**src/rtl/serial_add_ctrl.sv**
```systemverilog
// Bit-serial adder controller: drives one shared external full adder LSB first.
// Optional subtract mode is enabled with the SERIAL_ADD_SUB_EN macro.
module serial_add_ctrl #(
    parameter int WIDTH = 8
) (
    input  logic             clk_i,
    input  logic             rst_i,
    input  logic             start_i,
    input  logic [WIDTH-1:0] a_i,
    input  logic [WIDTH-1:0] b_i,
    input  logic             cin_i,
`ifdef SERIAL_ADD_SUB_EN
    input  logic             sub_i,
`endif
    output logic             fa_a_o,
    output logic             fa_b_o,
    output logic             fa_cin_o,
    input  logic             fa_s_i,
    input  logic             fa_cout_i,
    output logic             busy_o,
    output logic             done_o,
    output logic [WIDTH-1:0] sum_o,
    output logic             cout_o
);

    // state   | meaning
    // IDLE    | waiting for start, full-adder inputs forced low
    // RUN     | one operand bit consumed per cycle, LSB first
    // DONE    | one-cycle result strobe, then back to IDLE
    localparam logic [1:0] ST_IDLE = 2'd0;
    localparam logic [1:0] ST_RUN  = 2'd1;
    localparam logic [1:0] ST_DONE = 2'd2;

    localparam int               CNT_W    = $clog2(WIDTH);
    localparam logic [CNT_W-1:0] CNT_LAST = CNT_W'(WIDTH - 1);

    logic [1:0]       state_q, state_d;
    logic [WIDTH-1:0] sa_q, sa_d;
    logic [WIDTH-1:0] sb_q, sb_d;
    logic             carry_q, carry_d;
    logic [CNT_W-1:0] cnt_q, cnt_d;
    logic [WIDTH-1:0] sum_q, sum_d;
    logic             cout_q, cout_d;

    logic [WIDTH-1:0] b_load;
    logic             carry_load;

`ifdef SERIAL_ADD_SUB_EN
    // a - b is formed as a + ~b + 1; carry out then means "no borrow".
    assign b_load     = sub_i ? ~b_i : b_i;
    assign carry_load = sub_i ? 1'b1 : cin_i;
`else
    assign b_load     = b_i;
    assign carry_load = cin_i;
`endif

    always_comb begin
        state_d = state_q;
        sa_d    = sa_q;
        sb_d    = sb_q;
        carry_d = carry_q;
        cnt_d   = cnt_q;
        sum_d   = sum_q;
        cout_d  = cout_q;
        case (state_q)
            ST_IDLE: begin
                if (start_i) begin
                    sa_d    = a_i;
                    sb_d    = b_load;
                    carry_d = carry_load;
                    cnt_d   = '0;
                    sum_d   = '0;
                    state_d = ST_RUN;
                end
            end
            ST_RUN: begin
                sum_d   = {fa_s_i, sum_q[WIDTH-1:1]};
                carry_d = fa_cout_i;
                sa_d    = sa_q >> 1;
                sb_d    = sb_q >> 1;
                cnt_d   = cnt_q + CNT_W'(1);
                if (cnt_q == CNT_LAST) begin
                    cout_d  = fa_cout_i;
                    state_d = ST_DONE;
                end
            end
            ST_DONE: begin
                state_d = ST_IDLE;
            end
            default: begin
                state_d = ST_IDLE;
            end
        endcase
    end

    always_ff @(posedge clk_i) begin
        if (rst_i) begin
            state_q <= ST_IDLE;
            sa_q    <= '0;
            sb_q    <= '0;
            carry_q <= 1'b0;
            cnt_q   <= '0;
            sum_q   <= '0;
            cout_q  <= 1'b0;
        end else begin
            state_q <= state_d;
            sa_q    <= sa_d;
            sb_q    <= sb_d;
            carry_q <= carry_d;
            cnt_q   <= cnt_d;
            sum_q   <= sum_d;
            cout_q  <= cout_d;
        end
    end

    logic in_run;
    assign in_run = (state_q == ST_RUN);

    assign fa_a_o   = in_run & sa_q[0];
    assign fa_b_o   = in_run & sb_q[0];
    assign fa_cin_o = in_run & carry_q;
    assign busy_o   = (state_q != ST_IDLE);
    assign done_o   = (state_q == ST_DONE);
    assign sum_o    = sum_q;
    assign cout_o   = cout_q;

endmodule

```
**config.mk**
```make
export PLATFORM = sky130hd
export DESIGN_NAME = serial_add_ctrl
export DESIGN_NICKNAME = d
export VERILOG_FILES = /design/src/rtl/serial_add_ctrl.sv
export SDC_FILE = /design/constraint.sdc
export NUM_CORES = 1
export LEC_CHECK = 0
export ABC_AREA = 1
export CAP_MARGIN = 20
export CORE_AREA = 2 2 61 63
export CTS_CLUSTER_DIAMETER = 120
export DETAILED_ROUTE_END_ITERATION = 8
export DIE_AREA = 0 0 63 65
export MAX_ROUTING_LAYER = met4
export PLACE_DENSITY = 0.72
export SLEW_MARGIN = 20
export SYNTH_ARGS = -nofsm -noshare
export SYNTH_HDL_FRONTEND = slang
export SYNTH_SLANG_ARGS = --single-unit
```
**constraint.sdc**
```tcl
create_clock -name clk_i -period 1 [get_ports clk_i]
set_input_delay 0.2 -clock clk_i [delete_from_list [all_inputs] [get_ports clk_i]]
set_output_delay 0.2 -clock clk_i [all_outputs]
set_load 0.03 [all_outputs]
```
==> results of run 1 <==
[Yosys cell counts]
cell      count  share of area (%)
dfxtp_1      31                 43
clkbuf_1      2               0.52
o21ai_0       2               0.69
nand3_1       2               0.69
ha_1          2                1.7
o21ai_2       1               0.61
buf_6         1               0.78
inv_2         2               0.52
nand2_1      84                 22
inv_1        36                9.4
buf_4         3                1.6
buf_2         4                1.4
clkinv_1      1               0.26
nor2_1       27                7.0
nand2_4       1               0.78
a21oi_1      27                9.4
[worst register-to-register path: cells and delay by family, from the launching register on]
family	cells	cell delay (ns)
buffers and inverters	3	0.44
DFF	1	0.40
AOI/OAI and AO/OA	1	0.17
and+or+nand+nor	3	0.17
[layer usage]
layer / vias to the layer above / GRT usage [%] / wire (um) / share of wire [%]
met5: - / - / 0 / 0
met4: 0 / 14.7 / 173 / 3.6
met3: 19 / 3.99 / 169 / 3.5
met2: 50 / 42.8 / 2620 / 55
met1: 765 / 23.5 / 1840 / 38
li1: 811 / - / - / -
[cells by family (layout without fill, tap and decap cells)]
group                      after synthesis  in the layout  synth area share [%]
AOI/OAI and AO/OA                       30             30                  10.6
adders and majority gates                2              2                  1.73
buffers and inverters                   49            119                  14.4
DFF                                     31             31                  42.9
and+or+nand+nor                        114            114                  30.3
[final cells by class]
class	count	area (um^2)	area share, %
inverter	39	154	5.80
timing repair inverter	1	6.26	0.236
multi-input combinational	146	943	35.5
tap	48	60.1	2.26
sequential	31	644	24.3
clock buffer	8	68.8	2.59
timing repair buffer	71	778	29.3
[state kept, by name, summed over array words and instances (netlist names)]
register and count:
carry_q 1, cnt_q 3, cout_o 1, sa_q 8
sb_q 8, state_q 2, sum_o 8
[power groups by stage]
stage	combinational (mW)	sequential [mW]	clock, mW
5_1_grt	0.882	1.35	0.917
3_3_place_gp	0.489	1.36	0
4_1_cts	0.708	1.34	0.858
6_report	0.818	1.34	0.852
3_5_place_dp	0.498	1.36	0
2_1_floorplan	0.329	1.36	0
[repair_timing]
item | 4_1_cts | 5_1_grt
pin swaps | 21 | 12
setup buffers | 17 | 5
endpoints found under the setup margin | 44 | 44
gates resized for setup | 82 | 47
gates cloned | 5 | 0
[metrics by stage]
stage | area, um^2 | utilization (%) | setup TNS [ns]
after floorplan | 1500 | - | -0.306
after global placement | 1900 | 54.4 | -8.84
after detailed placement | 1900 | 54.4 | -9.22
after CTS | 2450 | 70.2 | -7.65
after global routing | 2660 | 75.9 | -10.90
final | 2660 | 75.9 | -9.12
[final timing paths]
path / startpoint / to / depth (start not counted) / slack (ns)
max: state_q[0]$_SDFFE_PP0P_ / fa_cin_o / 3 / -0.31
max reg2reg: state_q[0]$_SDFFE_PP0P_ / sa_q[6]$_SDFFE_PP0P_ / 7 / -0.29
min: fa_s_i / sum_o[7]$_SDFFE_PP0P_ / 3 / 0.42
min reg2reg: sa_q[7]$_SDFFE_PP0P_ / sa_q[7]$_SDFFE_PP0P_ / 2 / 0.47
==> impl_results.md, run 1 <==
* Status: complete, but fails checks
* Failing checks: setup timing
* Core Area at 0.00350 mm^2
* Leak at approximately 1.3 nW
* Die width at 63 um
* CP top delay family: flip-flops
* Fin crit period at between 1 and 1.5 ns
* Commonest non-fill, non-tap cell in the layout: nand2_1
* Final Hold Viols at 0
* CP cell instances: nand2_8 > nor2_4 > buf_6
* Relative slew slack at 86.3%
* Crit path arrival time at 1.11 ns
* Max Transition Viols Final at 0
* Clock Tree Root: clkbuf_4
* Clk pwr share at between 20% and 30%
* Syn_nets at 250
* Die Ht at roughly 65 um
* Row Count at 22
* Sw frac at 30.1%
* Vias in the first global route at between 1.5k and 2k
* DRC viols at 0
* DP Cell Count at ~300
* Slew @ Worst Pin at approximately 0.21 ns
* Post-DR wirelength/cell at between 10 and 15 um
* DPL Wire Length at between 2 and 2.5 mm
* CTS Buf Count at 5
* Vias/cell at between 4 and 5
* Final Setup Violations at 44
* CP peak stage delay at 0.44 ns
* Logic pwr share at between 20% and 30%
* Number of port buffers at 35
* Drt total wl at ~4.8 mm
* RSZ-0062 raised after global routing: true
* Maximum VDD drop at 0.719 mV
* CP Capture Type: output port
* Sequential fraction of the synthesis area at 42.9%
* Synth-to-Final Area Change at 83.7%
* Antenna violations before repair at 0
* Nets at about 320
* Fillers at 251
* Clk_lat worst skew at between 0.3 and 0.4 ns
* Antenna cells at 0
* Yosys reg bits at 31
* Critical path startpoint category: register
* Worst Path Max Fanout at 6
* H-tree lvl count at 2
* # clock sinks at 31
* Initial Utilization at between 40% and 50%
* Sequential power share at between 40% and 50%
* Cell Int Power at 2.10 mW
* Power Total at approximately 3.0 mW
* Hold slack at about 0.42 ns
* Synthesized instance count at between 200 and 250
* GRT Residual Overflow at 0
* Hold_buf cts at 0
* GRT Total Usage at between 20% and 30%
* Mapped Area at 0.00145 mm^2
* Pre-CTS setup slack at -0.321 ns
* Pin count of the biggest net entering global routing at 19
* WP data required at ~0.80 ns
* Clk slew on worst S/H paths at 0.09 ns
* Switching pwr at between 0.9 and 1 mW
* Syn_area_per_cell at around 6.4 um^2
* Layout cells sized above 1 at between 40% and 50%
* F_max at 0.765 GHz
* Die area at between 0.004 and 0.005 mm^2
* First-pass GRT wire length at between 7 and 8 mm
* CTS tree: built
* Remaining antenna violation count at 0
* Final estimated routing congestion in global placement at approximately 0.75
* MaxCap Viol Count at 0
* Distinct cells, synth at 16
* Vias at roughly 1.6k
* Worst path bufs/invs at 1
* Slowest CP cell: dfxtp_4
* Final setup margin at -0.308 ns
* Commonest non-fill, non-tap cells in the layout: nand2_1 (54), inv_1 (34), a21oi_2 (22), buf_4 (22), clkdlybuf4s50_1 (21)
* Power density over cell area at 1130 mW/mm^2
* Synth warn at 0
* Drt pass-1 iters at 4
* HP Class: in -> reg
* Clock skew at 0.0111 ns
* Initial DRC count at 59
* Period Utilization, post-route at 131%
* I/O Pins at 36
* Crit Path Category: reg -> out
* Post-route insts no fill at approximately 340
* CTS Buffer Depth at 2
Power figures use the tool's default switching activity.
==> run 2: changes to the inputs <==
- CELL_PAD_IN_SITES_DETAIL_PLACEMENT: unset -> 1
- CELL_PAD_IN_SITES_GLOBAL_PLACEMENT: unset -> 1
- CORE_AREA: 2 2 61 63 -> 2 2 73 75
- DIE_AREA: 0 0 63 65 -> 0 0 75 77
- REMOVE_ABC_BUFFERS: unset -> 1
==> run 2 against run 1 <==
Compared with the run above: utilization decreased by 23 points; non-clock buffer count decreased by 2; critical path depth increased by 4; cell count increased by 5.5%; critical endpoint is now sa_q[3]$_SDFFE_PP0P_; count of clock-buffer cells in the layout decreased by 2; highest routed layer unchanged; fmax increased by 1.0%; power increased by 14%; first-iteration DRC count decreased by 14%; the flow still finishes with violations (setup timing); largest power group unchanged; via count decreased by 1.5%; register-to-register slack about the same; flip-flop and latch count unchanged.
==> impl_results.md, run 2 (synthesized netlist as in run 1, its figures left out) <==
* Relative slew slack at a little under nine tenths
* Synth-to-Final Area Change at 83.5%
* Max Transition Viols Final at 0
* Worst Path Max Fanout at 7
* Power Total at between 3 and 4 mW
* Beginning of the worst hold path: fa_s_i
* Hold path depth at 3
* Antenna violations before repair at 0
* HP Class: in -> reg
* First-pass GRT wire length at 6.91 mm
* Vias at approximately 1.6k
* CTS tree: built
* CTS Buf Count at 5
* CP cell instances: buf_6 > o21ai_4 > buf_6 > clkbuf_16 > nand2_2 > nand2_1 > nor2_1
* Drt pass-1 iters at 4
* Multi-input gate area at 866 um^2
* CTS Buffer Depth at 2
* Reg2Reg Depth at 7
* Die width at 75 um
* DP Cell Count at around 340
* GRT Residual Overflow at 0
* Slew @ Worst Pin at a little over 0.2 ns
* CP peak stage delay at 0.40 ns
* I/O Pins at 36
* Period Utilization, post-route at 129%
* Crit path arrival time at about 1.5 ns
* Initial DRC count at slightly above 50
* Antenna cells at 0
* H-tree lvl count at 2
* Power density over cell area at 1300 mW/mm^2
* CP Capture Type: register
* Drt total wl at approximately 5 mm
* Status: complete, but fails checks
* Pin count of the biggest net entering global routing at 19
* Crit Path Category: reg -> reg
* Layout cells sized above 1 at ~43%
* Final Setup Violations at 35
* Nets at 316
* Clk slew on worst S/H paths at 0.07 ns
* Post-route insts no fill at ~360
* Row Count at 26
* Reg2reg setup slack at -0.29 ns
* MaxCap Viol Count at 0
* Commonest non-fill, non-tap cell in the layout: nand2_1
* Maximum VDD drop at 0.822 mV
* Fillers at slightly above 600
* Final estimated routing congestion in global placement at slightly below 0.7
* Final Hold Viols at 0
* Slowest CP cell: dfxtp_4
* Reg-to-reg critical path startpoint: state_q[0]$_SDFFE_PP0P_
* WP data required at 1.18 ns
* Core Area at 0.00498 mm^2
* Initial Utilization at between 20% and 30%
* F_max at between 0.7 and 0.8 GHz
* Clock skew at 0.00677 ns
* Post-DR wirelength/cell at 13.7 um
* Final setup margin at -0.295 ns
* Clk_lat worst skew at roughly 0.29 ns
* # clock sinks at 31
* DPL Wire Length at 2.55 mm
* Die Ht at between 70 and 80 um
* Register area at between 600 and 700 um^2
* RSZ-0062 raised after global routing: true
* Failing checks: setup timing
* GRT Total Usage at roughly 16%
* Number of port buffers at 35
* Worst R2R End: sa_q[3]$_SDFFE_PP0P_
* Die area at 0.00578 mm^2
* Fin crit period at approximately 1.3 ns
* Pre-CTS setup slack at -0.401 ns
* Worst Hold Path EP: sum_o[7]$_SDFFE_PP0P_
* Worst path most repeated cell: buf_6
* Leak at between 1 and 1.5 nW
* Critical path startpoint category: register
* Commonest non-fill, non-tap cells in the layout: nand2_1 (56), inv_1 (34), nand2_2 (21), clkdlybuf4s50_1 (21), buf_6 (20)
* DRC viols at 0
* Clock Tree Root: clkbuf_8
* Vias/cell at 4.47
* Vias in the first global route at about 1.6k
* Remaining antenna violation count at 0
==> run 2: changes by cell type in the layout (fill, tap and decap cells not counted), sizes merged <==
cell / delta
buf: -4
bufinv: +1
clkinv: +1
inv: -1
==> run 2: worst max-delay path by stage <==
stage | end | slack, ns | cells past startpoint | startpoint
finish | sa_q[3]$_SDFFE_PP0P_ | -0.29 | 7 | state_q[0]$_SDFFE_PP0P_
global route | sa_q[3]$_SDFFE_PP0P_ | -0.33 | 7 | state_q[0]$_SDFFE_PP0P_
floorplan | carry_q$_SDFFE_PP0P_ | -0.76 | 4 | state_q[0]$_SDFFE_PP0P_
CTS | busy_o | -0.27 | 4 | state_q[1]$_SDFFE_PP0P_
detailed placement | sa_q[6]$_SDFFE_PP0P_ | -0.40 | 6 | start_i
global placement | sb_q[6]$_SDFFE_PP0P_ | -0.34 | 6 | start_i
==> run 2: routing by layer <==
layer / global-route usage (%) / vias to the layer above / share of wire (%)
met2: 26.5 / 44 / 52
met3: 3.68 / 15 / 4.5
met4: 5.54 / 0 / 2.5
met1: 17.8 / 760 / 41
li1: - / 802 / -
met5: - / - / 0
==> run 2: worst max-delay path: cells and delay by family, from the launching register on <==
kind	cells	cell delay, ns
buf+inv	3	0.46
compound gates	1	0.16
simple gates	3	0.15
flops	1	0.40
==> run 2: what timing repair did <==
| action | CTS | global route |
|---|---|---|
| setup buffers | 10 | 7 |
| endpoints found under the setup margin | 44 | 41 |
| hold buffers | 0 | 0 |
| pin swaps | 3 | 20 |
| cloned | 1 | 2 |
| resized for setup | 54 | 69 |
| hold endpoints to repair | 0 | 0 |
==> run 2: report_power, final <==
| part | internal, mW | leakage (nW) | switching (mW) |
|---|---|---|---|
| clock | 0.806 | 0.0612 | 0.502 |
| combinational | 0.394 | 0.890 | 0.398 |
| sequential | 1.30 | 0.262 | 0.0361 |
| total | 2.50 | 1.21 | 0.937 |
==> run 2: final cells by class <==
type	count	area share [%]
timing repair buffer	69	29.4
tap	70	3.30
multi-input combinational	146	32.7
sequential	31	24.4
clock buffer	6	3.11
clock inverter	2	1.32
inverter	39	5.80
==> run 2: metrics by stage <==
step | area, um^2 | setup TNS, ns | util (%) | hold slack [ns]
after global routing | 2650 | -9.92 | 53.3 | 0.483
after floorplan | 1380 | -23.52 | - | 0.269
after detailed placement | 1960 | -11.61 | 39.3 | 0.458
after CTS | 2360 | -7.87 | 47.4 | 0.455
after global placement | 1960 | -10.05 | 39.3 | 0.450
final | 2650 | -7.96 | 53.3 | 0.456
